==> src/rtl/ascon_pack.sv <==
// Shared types and round constants for the Ascon-128 encryption controller.
package ascon_pack;

  typedef enum logic [2:0] {
    IDLE,
    INIT,
    WAIT_AD,
    AD,
    WAIT_PT,
    PT,
    FINAL,
    DONE
  } ctrl_state_t;

  localparam logic [3:0] ROUND_A_FIRST = 4'd0;
  localparam logic [3:0] ROUND_B_FIRST = 4'd6;
  localparam logic [3:0] ROUND_LAST    = 4'd11;

  localparam int BLK_CNT_W = 8;

  // States in which the permutation is running and the round counter advances.
  function automatic logic is_perm_state(ctrl_state_t s);
    return (s == INIT) || (s == AD) || (s == PT) || (s == FINAL);
  endfunction

endpackage

==> src/rtl/ascon_round_counter.sv <==
// Round index for the permutation: loads the pa or pb start round, then counts up to the last round.
module ascon_round_counter
  import ascon_pack::*;
(
  input  logic       clock_i,
  input  logic       resetb_i,
  input  logic       init_a_i,
  input  logic       init_b_i,
  input  logic       en_i,
  output logic [3:0] round_o
);

  logic [3:0] round_q, round_d;

  // Holds at the last round so an idle cycle in a phase cannot wrap the index.
  always_comb begin
    round_d = round_q;
    if (init_a_i) begin
      round_d = ROUND_A_FIRST;
    end else if (init_b_i) begin
      round_d = ROUND_B_FIRST;
    end else if (en_i && (round_q != ROUND_LAST)) begin
      round_d = round_q + 4'd1;
    end
  end

  always_ff @(posedge clock_i or negedge resetb_i) begin
    if (!resetb_i) begin
      round_q <= ROUND_A_FIRST;
    end else begin
      round_q <= round_d;
    end
  end

  assign round_o = round_q;

endmodule

==> src/rtl/ascon_fsm_ctrl.sv <==
// Ascon-128 encryption control FSM: sequences init, AD, PT and final permutation phases.
// Optional sticky protocol-error flag err_o is built when ASCON_FSM_ERR_EN is defined.
//
// state   | meaning
// IDLE    | waiting for start
// INIT    | pa, rounds 0..11, IV||key||nonce load, key XOR at the end
// WAIT_AD | waiting for a data_valid edge carrying an AD block
// AD      | pb, rounds 6..11, AD absorbed, domain separation on the last block
// WAIT_PT | waiting for a data_valid edge carrying a plaintext block
// PT      | pb, rounds 6..11, plaintext absorbed, cipher block captured
// FINAL   | pa, rounds 0..11, last PT block, key XORs, tag capture
// DONE    | tag valid, end_o held until the next start
module ascon_fsm_ctrl
  import ascon_pack::*;
#(
  parameter int NB_AD_BLOCKS = 1,
  parameter int NB_PT_BLOCKS = 3
) (
  input  logic       clock_i,
  input  logic       resetb_i,
  input  logic       start_i,
  input  logic       data_valid_i,
  output logic [3:0] round_o,
  output logic       sel_init_o,
  output logic       en_reg_state_o,
  output logic       en_xor_data_b_o,
  output logic       en_xor_key_b_o,
  output logic       en_xor_key_e_o,
  output logic       en_xor_lsb_e_o,
  output logic       en_cipher_o,
  output logic       en_tag_o,
  output logic       cipher_valid_o,
  output logic       end_o
`ifdef ASCON_FSM_ERR_EN
  ,
  output logic       err_o
`endif
);

  localparam logic [BLK_CNT_W-1:0] AD_LAST = BLK_CNT_W'(NB_AD_BLOCKS - 1);
  localparam logic [BLK_CNT_W-1:0] PT_LAST = BLK_CNT_W'(NB_PT_BLOCKS - 1);

  ctrl_state_t          state_q, state_d;
  logic [BLK_CNT_W-1:0] ad_cnt_q, ad_cnt_d;
  logic [BLK_CNT_W-1:0] pt_cnt_q, pt_cnt_d;
  logic                 dv_prev_q;
  logic                 cipher_valid_q, cipher_valid_d;
  logic                 end_q, end_d;
  logic                 init_a, init_b, rnd_en;
  logic                 dv_edge, phase_last;
  logic [3:0]           round;

  ascon_round_counter u_round (
    .clock_i  (clock_i),
    .resetb_i (resetb_i),
    .init_a_i (init_a),
    .init_b_i (init_b),
    .en_i     (rnd_en),
    .round_o  (round)
  );

  assign dv_edge    = data_valid_i & ~dv_prev_q;
  assign phase_last = (round == ROUND_LAST);
  assign rnd_en     = is_perm_state(state_q);

  always_comb begin
    state_d  = state_q;
    ad_cnt_d = ad_cnt_q;
    pt_cnt_d = pt_cnt_q;
    init_a   = 1'b0;
    init_b   = 1'b0;
    case (state_q)
      IDLE, DONE: begin
        if (start_i) begin
          state_d  = INIT;
          init_a   = 1'b1;
          ad_cnt_d = '0;
          pt_cnt_d = '0;
        end
      end
      INIT: begin
        if (phase_last) state_d = WAIT_AD;
      end
      WAIT_AD: begin
        if (dv_edge) begin
          state_d = AD;
          init_b  = 1'b1;
        end
      end
      AD: begin
        if (phase_last) begin
          ad_cnt_d = ad_cnt_q + 1'b1;
          state_d  = (ad_cnt_q == AD_LAST) ? WAIT_PT : WAIT_AD;
        end
      end
      WAIT_PT: begin
        // The last plaintext block goes straight into the finalisation permutation.
        if (dv_edge) begin
          if (pt_cnt_q < PT_LAST) begin
            state_d = PT;
            init_b  = 1'b1;
          end else begin
            state_d = FINAL;
            init_a  = 1'b1;
          end
        end
      end
      PT: begin
        if (phase_last) begin
          pt_cnt_d = pt_cnt_q + 1'b1;
          state_d  = WAIT_PT;
        end
      end
      FINAL: begin
        if (phase_last) state_d = DONE;
      end
      default: state_d = IDLE;
    endcase
  end

  always_comb begin
    sel_init_o      = 1'b0;
    en_reg_state_o  = 1'b0;
    en_xor_data_b_o = 1'b0;
    en_xor_key_b_o  = 1'b0;
    en_xor_key_e_o  = 1'b0;
    en_xor_lsb_e_o  = 1'b0;
    en_cipher_o     = 1'b0;
    en_tag_o        = 1'b0;
    case (state_q)
      INIT: begin
        en_reg_state_o = 1'b1;
        sel_init_o     = (round == ROUND_A_FIRST);
        en_xor_key_e_o = phase_last;
      end
      AD: begin
        en_reg_state_o  = 1'b1;
        en_xor_data_b_o = (round == ROUND_B_FIRST);
        en_xor_lsb_e_o  = phase_last && (ad_cnt_q == AD_LAST);
      end
      PT: begin
        en_reg_state_o  = 1'b1;
        en_xor_data_b_o = (round == ROUND_B_FIRST);
        en_cipher_o     = (round == ROUND_B_FIRST);
      end
      FINAL: begin
        en_reg_state_o  = 1'b1;
        en_xor_data_b_o = (round == ROUND_A_FIRST);
        en_xor_key_b_o  = (round == ROUND_A_FIRST);
        en_cipher_o     = (round == ROUND_A_FIRST);
        en_xor_key_e_o  = phase_last;
        en_tag_o        = phase_last;
      end
      default: ;
    endcase
  end

  assign cipher_valid_d = en_cipher_o;
  assign end_d          = (state_q == DONE) && !start_i;

  always_ff @(posedge clock_i or negedge resetb_i) begin
    if (!resetb_i) begin
      state_q        <= IDLE;
      ad_cnt_q       <= '0;
      pt_cnt_q       <= '0;
      dv_prev_q      <= 1'b0;
      cipher_valid_q <= 1'b0;
      end_q          <= 1'b0;
    end else begin
      state_q        <= state_d;
      ad_cnt_q       <= ad_cnt_d;
      pt_cnt_q       <= pt_cnt_d;
      dv_prev_q      <= data_valid_i;
      cipher_valid_q <= cipher_valid_d;
      end_q          <= end_d;
    end
  end

  assign round_o        = round;
  assign cipher_valid_o = cipher_valid_q;
  assign end_o          = end_q;

`ifdef ASCON_FSM_ERR_EN
  logic err_q, err_d;
  logic start_ok, start_bad, dv_bad;

  assign start_ok  = start_i && ((state_q == IDLE) || (state_q == DONE));
  assign start_bad = start_i && !((state_q == IDLE) || (state_q == DONE));
  assign dv_bad    = dv_edge && is_perm_state(state_q);

  always_comb begin
    err_d = err_q;
    if (start_ok) begin
      err_d = 1'b0;
    end else if (start_bad || dv_bad) begin
      err_d = 1'b1;
    end
  end

  always_ff @(posedge clock_i or negedge resetb_i) begin
    if (!resetb_i) begin
      err_q <= 1'b0;
    end else begin
      err_q <= err_d;
    end
  end

  assign err_o = err_q;
`endif

endmodule

==> config.mk <==
export PLATFORM = sky130hd
export DESIGN_NAME = ascon_fsm_ctrl
export DESIGN_NICKNAME = d
export VERILOG_FILES = /design/src/rtl/ascon_pack.sv /design/src/rtl/ascon_round_counter.sv /design/src/rtl/ascon_fsm_ctrl.sv
export SDC_FILE = /design/constraint.sdc
export NUM_CORES = 1
export LEC_CHECK = 0
export BUFFER_PORTS_ARGS = -buffer_cell sky130_fd_sc_hd__buf_2
export CAP_MARGIN = 20
export CORE_UTILIZATION = 45
export CTS_CLUSTER_SIZE = 28
export DETAILED_ROUTE_END_ITERATION = 12
export GPL_TIMING_DRIVEN = 0
export PLACE_DENSITY_LB_ADDON = 0.05
export SYNTH_ARGS = -nofsm -noshare
export SYNTH_HDL_FRONTEND = slang
export SYNTH_HIERARCHICAL = 1
export SYNTH_SLANG_ARGS = --single-unit
==> constraint.sdc <==
create_clock -name clock_i -period 2.4 [get_ports clock_i]
set_input_delay 0 -clock clock_i [delete_from_list [all_inputs] [get_ports clock_i]]
set_output_delay 0 -clock clock_i [all_outputs]
set_load 0.01 [all_outputs]
---- After elaboration in Yosys (flattened, before gate mapping) ----
Cells that the tools add are included.
operators by class
  bitwise logic cells ..................... 2
  equal/unequal tests ..................... 17
  $add $sub $neg .......................... 3
  reductions and logical operators ........ 20
  multiplexer cells ....................... 34
  magnitude comparators ................... 1
operators with widths
  kind                 number
  $pmux 8 s2           2
  $mux 3               8
  $mux 8               3
  $pmux 3 s7           1
  $add 8x1->8 const B  2
  $ne 2x2->1 const B   7
  $eq 3x3->1 const B   4
  $mux 1               12
  $mux 4               3
  $logic_not 8->1      1
  $lt 8x2->1 const B   1
  $pmux 1 s2           4
  $reduce_and 7->1     1
  $eq 3x2->1 const B   2
  $reduce_and 3->1     2
  $reduce_or 2->1      3
  $add 4x1->4 const B  1
  $eq 4x3->1 const B   1
  $eq 4x4->1 const B   1
  $logic_not 4->1      1
  $ne 4x4->1 const B   1
  $reduce_bool 2->1    2
  $reduce_or 4->1      1
  $eq 3x1->1 const B   1
  other kinds (8)      12
word-level totals
  bits of input ports ..................... 4
  logic and storage cells ................. 84
  output and inout bits ................... 14
  register bits after elaboration ......... 26

---- Depth between registers and ports, before layout ----
  word-level depth ........................ 8
  depth in mapped cells ................... 7
  depth with buffers taken out ............ 6

---- Hierarchy ----
The synthesis kept the hierarchy.
modules (own cells, without submodules)
  module               area an instance (µm²)  times used  cells an instance
  ascon_fsm_ctrl       1403.8                  1           156
  ascon_round_counter  216.5                   1           21

---- Worst setup path after synthesis ----
No wires, ideal clock.
  path kind ............................... reg-to-reg
  from .................................... register pt_cnt_q[3]
  to ...................................... register u_round.round_q[1], in the netlist u_round/round_o[1]
  arrival time ............................ 1.802 ns
  library setup time ...................... 0.078 ns
  required time ........................... 2.322 ns
  path slack .............................. 0.519 ns
  stages on the path, launching flop included .. 7
  cell sequence ........................... dfrtp_1 or4_1 nor4_4 nand2b_1 a21oi_1 o21ba_1 a21oi_1
between the ends
  cells in the longest elaborated chain, start to end .. 6
  elaborated cells between the ends (all ways) .. 10
ends and longest elaborated chain
  item                      RTL line                   text
  start: declaration        ascon_fsm_ctrl.sv:45       logic [BLK_CNT_W-1:0] pt_cnt_q, pt_cnt_d;
  start signal: assignment  ascon_fsm_ctrl.sv:172      pt_cnt_q <= pt_cnt_d;
  $lt 8x2->1 *              ascon_fsm_ctrl.sv:99       if (pt_cnt_q < PT_LAST) begin
  $mux 1 *                  ascon_fsm_ctrl.sv:99
  $mux 1 *                  ascon_fsm_ctrl.sv:98       if (dv_edge) begin
  $pmux 1 s2 *              ascon_fsm_ctrl.sv:72       case (state_q)
  named net init_b          ascon_fsm_ctrl.sv:49       logic init_a, init_b, rnd_en;
  $mux 4                    ascon_round_counter.sv:20  end else if (init_b_i) begin
  $mux 4                    ascon_round_counter.sv:18  if (init_a_i) begin
  end signal: assignment    ascon_round_counter.sv:31  round_q <= round_d;
  end: declaration          ascon_round_counter.sv:13  logic [3:0] round_q, round_d;
The timed path passes the listed nets; every way through them passes the cells marked *.
A chain may end at the register's enable or synchronous reset.

---- Worst setup path in the final report ----
Same ends and word-level chain as after synthesis.

==> out/results.txt <==
Worst Tran Pin Value: 0.600 ns
synthesized area: 0.00162 mm^2
initial antenna violation count: 0
Post-Syn Nets: 185
Root Driver: clkbuf_4
WL per Instance: 13.8 um
Chip Width: 62.0 um
critical path class: flip-flop to flip-flop
Critical Path RT: 2.65 ns
share of layout cells above drive strength 1: 15.9%
max_slew headroom: 59.7%
average vias per placed instance: 5.60
max-cap check violation count: 0
ys flop type: dfrtp_1
Post-Place Setup Slack: 0.318 ns
starting density of the core: 47.8%
CP arrival: 2.41 ns
VDD IR max: 0.494 mV
Hold Path Class: primary input to asynchronous set/reset pin
vias in the first global route: 1192
FMAX: 463 MHz
IO Port Bufs: 17
final net count: 210
post-synth cell types: 49
Critical Path, Cell by Cell: or4_1 > nor4_4 > nand2b_1 > a21oi_1 > o21ba_1 > a21oi_1
CTS resizes: 0
initial DRC count: 78
Final Cycle Share: 90.0%
total number of vias: 1382
outcome: completed
Slew Limit Fails: 0
CP Max Fanout: 6
Max clock buf depth: 2
Die Ht: 62.0 um
Gate Count Post-Synth: 177
row count: 21
total core area: 0.00339 mm^2
routability congestion estimate from global placement: 0.864
postcts setup bufs: 0
Fin. Hold Viols: 0
crit start category: flip-flop
Most common cell on crit path: a21oi_1
skew final: 0.0206 ns
total negative setup slack: 0 ns
Worst setup EP type: flip-flop
Leak Pwr: 0.853 nW
CTS tree: yes
TritonCTS Buffers: 3
setup ws final: 0.239 ns
GR Overflow Total: 0
final setup fails: 0
# H-tree levels: 1
post-route ant nets: 0
HPWL Detailed: 2450 um
worst skew pair latency: 0.33 ns
crit path time final: 2.16 ns
Crit path largest cell delay: 0.60 ns
Final Util: 54.0%
fill cell total of the finished layout: 300
Syn. warnings: 6
RSZ-0062 raised after global routing: false
pin count of the biggest net entering global routing: 27
drt pass-1 iters: 4
clock sinks: 26
Ant. Diodes: 0
Die ar.: 0.00384 mm^2
PD cells: 951 mW/mm^2
Slowest-stage cell, CP: or4_1
Worst R2R Start: pt_cnt_q[3]
Boundary Pins: 18
Detailed Route WL: 3410 um
Global Route Usage Sum: 19.2%
CTS clock-pin slew for the worst setup and hold paths: 0.15 ns
drt drc: 0
Seq/Total Area, Yosys: 40.2%
first-pass GRT wire length: 5460 um
Yosys reg bits: 26
EDFF count, synth: 0
async set or reset register ratio after synthesis: 100%
Syn Area/Cell: 9.15 um^2
Critical Path Start: pt_cnt_q[3]
hold_buf cts: 3
P&R area growth vs syn: 12.9%
[per-layer routing]
metal  vias to the layer above  GRT usage, %  part of all wire [%]
met5                         -             0                     0
met3                         2          5.38                   3.4
met4                         0          4.44                  0.59
met1                       655          26.0                    49
met2                        27          30.5                    47
li1                        698             -                     -
[report_power, final]
group          switching (mW)  total, mW  internal [mW]  leakage (nW)
combinational           0.354      0.675          0.321         0.508
sequential              0.251      0.844          0.593         0.325
clock                   0.129      0.221         0.0928        0.0210
[cells by family (layout without fill, tap and decap cells)]
group / Yosys count / in the layout / share of synthesized area (%)
DFF: 26 / 26 / 40.2
muxes: 8 / 8 / 4.94
xor gates and xnor gates: 8 / 8 / 4.32
adders and majority gates: 4 / 4 / 3.09
AOI/OAI and AO/OA: 27 / 27 / 11.4
buffers and inverters: 14 / 38 / 3.94
and+or+nand+nor: 90 / 90 / 32.2
[registers in the layout, indices dropped and copies added, names as in the netlist]
signal and flops:
ad_cnt_q 8, cipher_valid_o 1, dv_prev_q 1, end_o 1
pt_cnt_q 8, state_q 3, u_round/round_o 4
[worst max-delay path, delay by kind of cell, from the launching register on]
family / cells / cell delay (ns)
AND/OR/NAND/NOR: 3 / 0.95
flip-flops: 1 / 0.46
AO/OA/AOI/OAI: 3 / 0.68
[area by class of cell]
| type | count | area [um^2] | share of cell area, % |
|---|---|---|---|
| Buffer | 7 | 37.5 | 2.05 |
| Clock buffer | 4 | 36.3 | 1.98 |
| Inverter | 7 | 26.3 | 1.44 |
| Multi-Input combinational cell | 137 | 906 | 49.5 |
| Sequential cell | 26 | 651 | 35.6 |
| Tap cell | 46 | 57.6 | 3.15 |
| Timing Repair Buffer | 20 | 115 | 6.29 |
[placed cells by master (no fill, tap or decap), drive strengths merged, types with 7 or more instances in the layout]
cell,n
buf,21
xnor2,7
nand3,9
nand2,18
nor4,7
clkbuf,7
mux2i,8
o21ai,7
nor2,17
inv,7
dfrtp,26
nor3,8
[cell usage after synthesis (2+ instances only)]
master / n / area (um^2)
dfrtp_1: 26 / 651
nand2_1: 18 / 67.6
nor2_1: 17 / 63.8
nand3_1: 9 / 45.0
mux2i_1: 8 / 80.1
nor3_1: 8 / 40.0
xnor2_1: 7 / 61.3
a21oi_1: 6 / 30.0
inv_1: 6 / 22.5
nand2b_1: 6 / 37.5
nor4_1: 5 / 31.3
o21ai_0: 5 / 25.0
and3_1: 4 / 25.0
ha_1: 4 / 50.1
nand4_1: 4 / 25.0
buf_2: 3 / 15.0
clkbuf_1: 3 / 11.3
nor4b_1: 3 / 26.3
or3_1: 3 / 18.8
o21ai_1: 2 / 10.0
or4_1: 2 / 15.0
[per-stage QoR]
| stage | instance area, um^2 | total power, mW | std cells | hold WS (ns) |
|---|---|---|---|---|
| 2_1_floorplan | 1620 | 1.32 | 177 | -0.296 |
| 3_3_place_gp | 1760 | 1.49 | 240 | 0.0314 |
| 5_1_grt | 1830 | 1.90 | 247 | 0.221 |
| 4_1_cts | 1830 | 1.76 | 247 | 0.198 |
| 6_report | 1830 | 1.74 | 247 | 0.182 |
| 3_5_place_dp | 1760 | 1.52 | 240 | 0.0373 |
[final timing paths]
| check | end | slack, ns | cells after the start |
|---|---|---|---|
| hold / removal | ad_cnt_q[6] | 0.18 | 2 |
| hold reg to reg | ad_cnt_q[6] | 0.52 | 1 |
| setup reg to reg | u_round/round_o[1] | 0.24 | 6 |
| setup / recovery | u_round/round_o[1] | 0.24 | 6 |
| max in group asynchronous | u_round/round_o[0] | 1.81 | 2 |
| min in group clock_i | dv_prev_q | 0.33 | 2 |
Power figures use the tool's default switching activity.
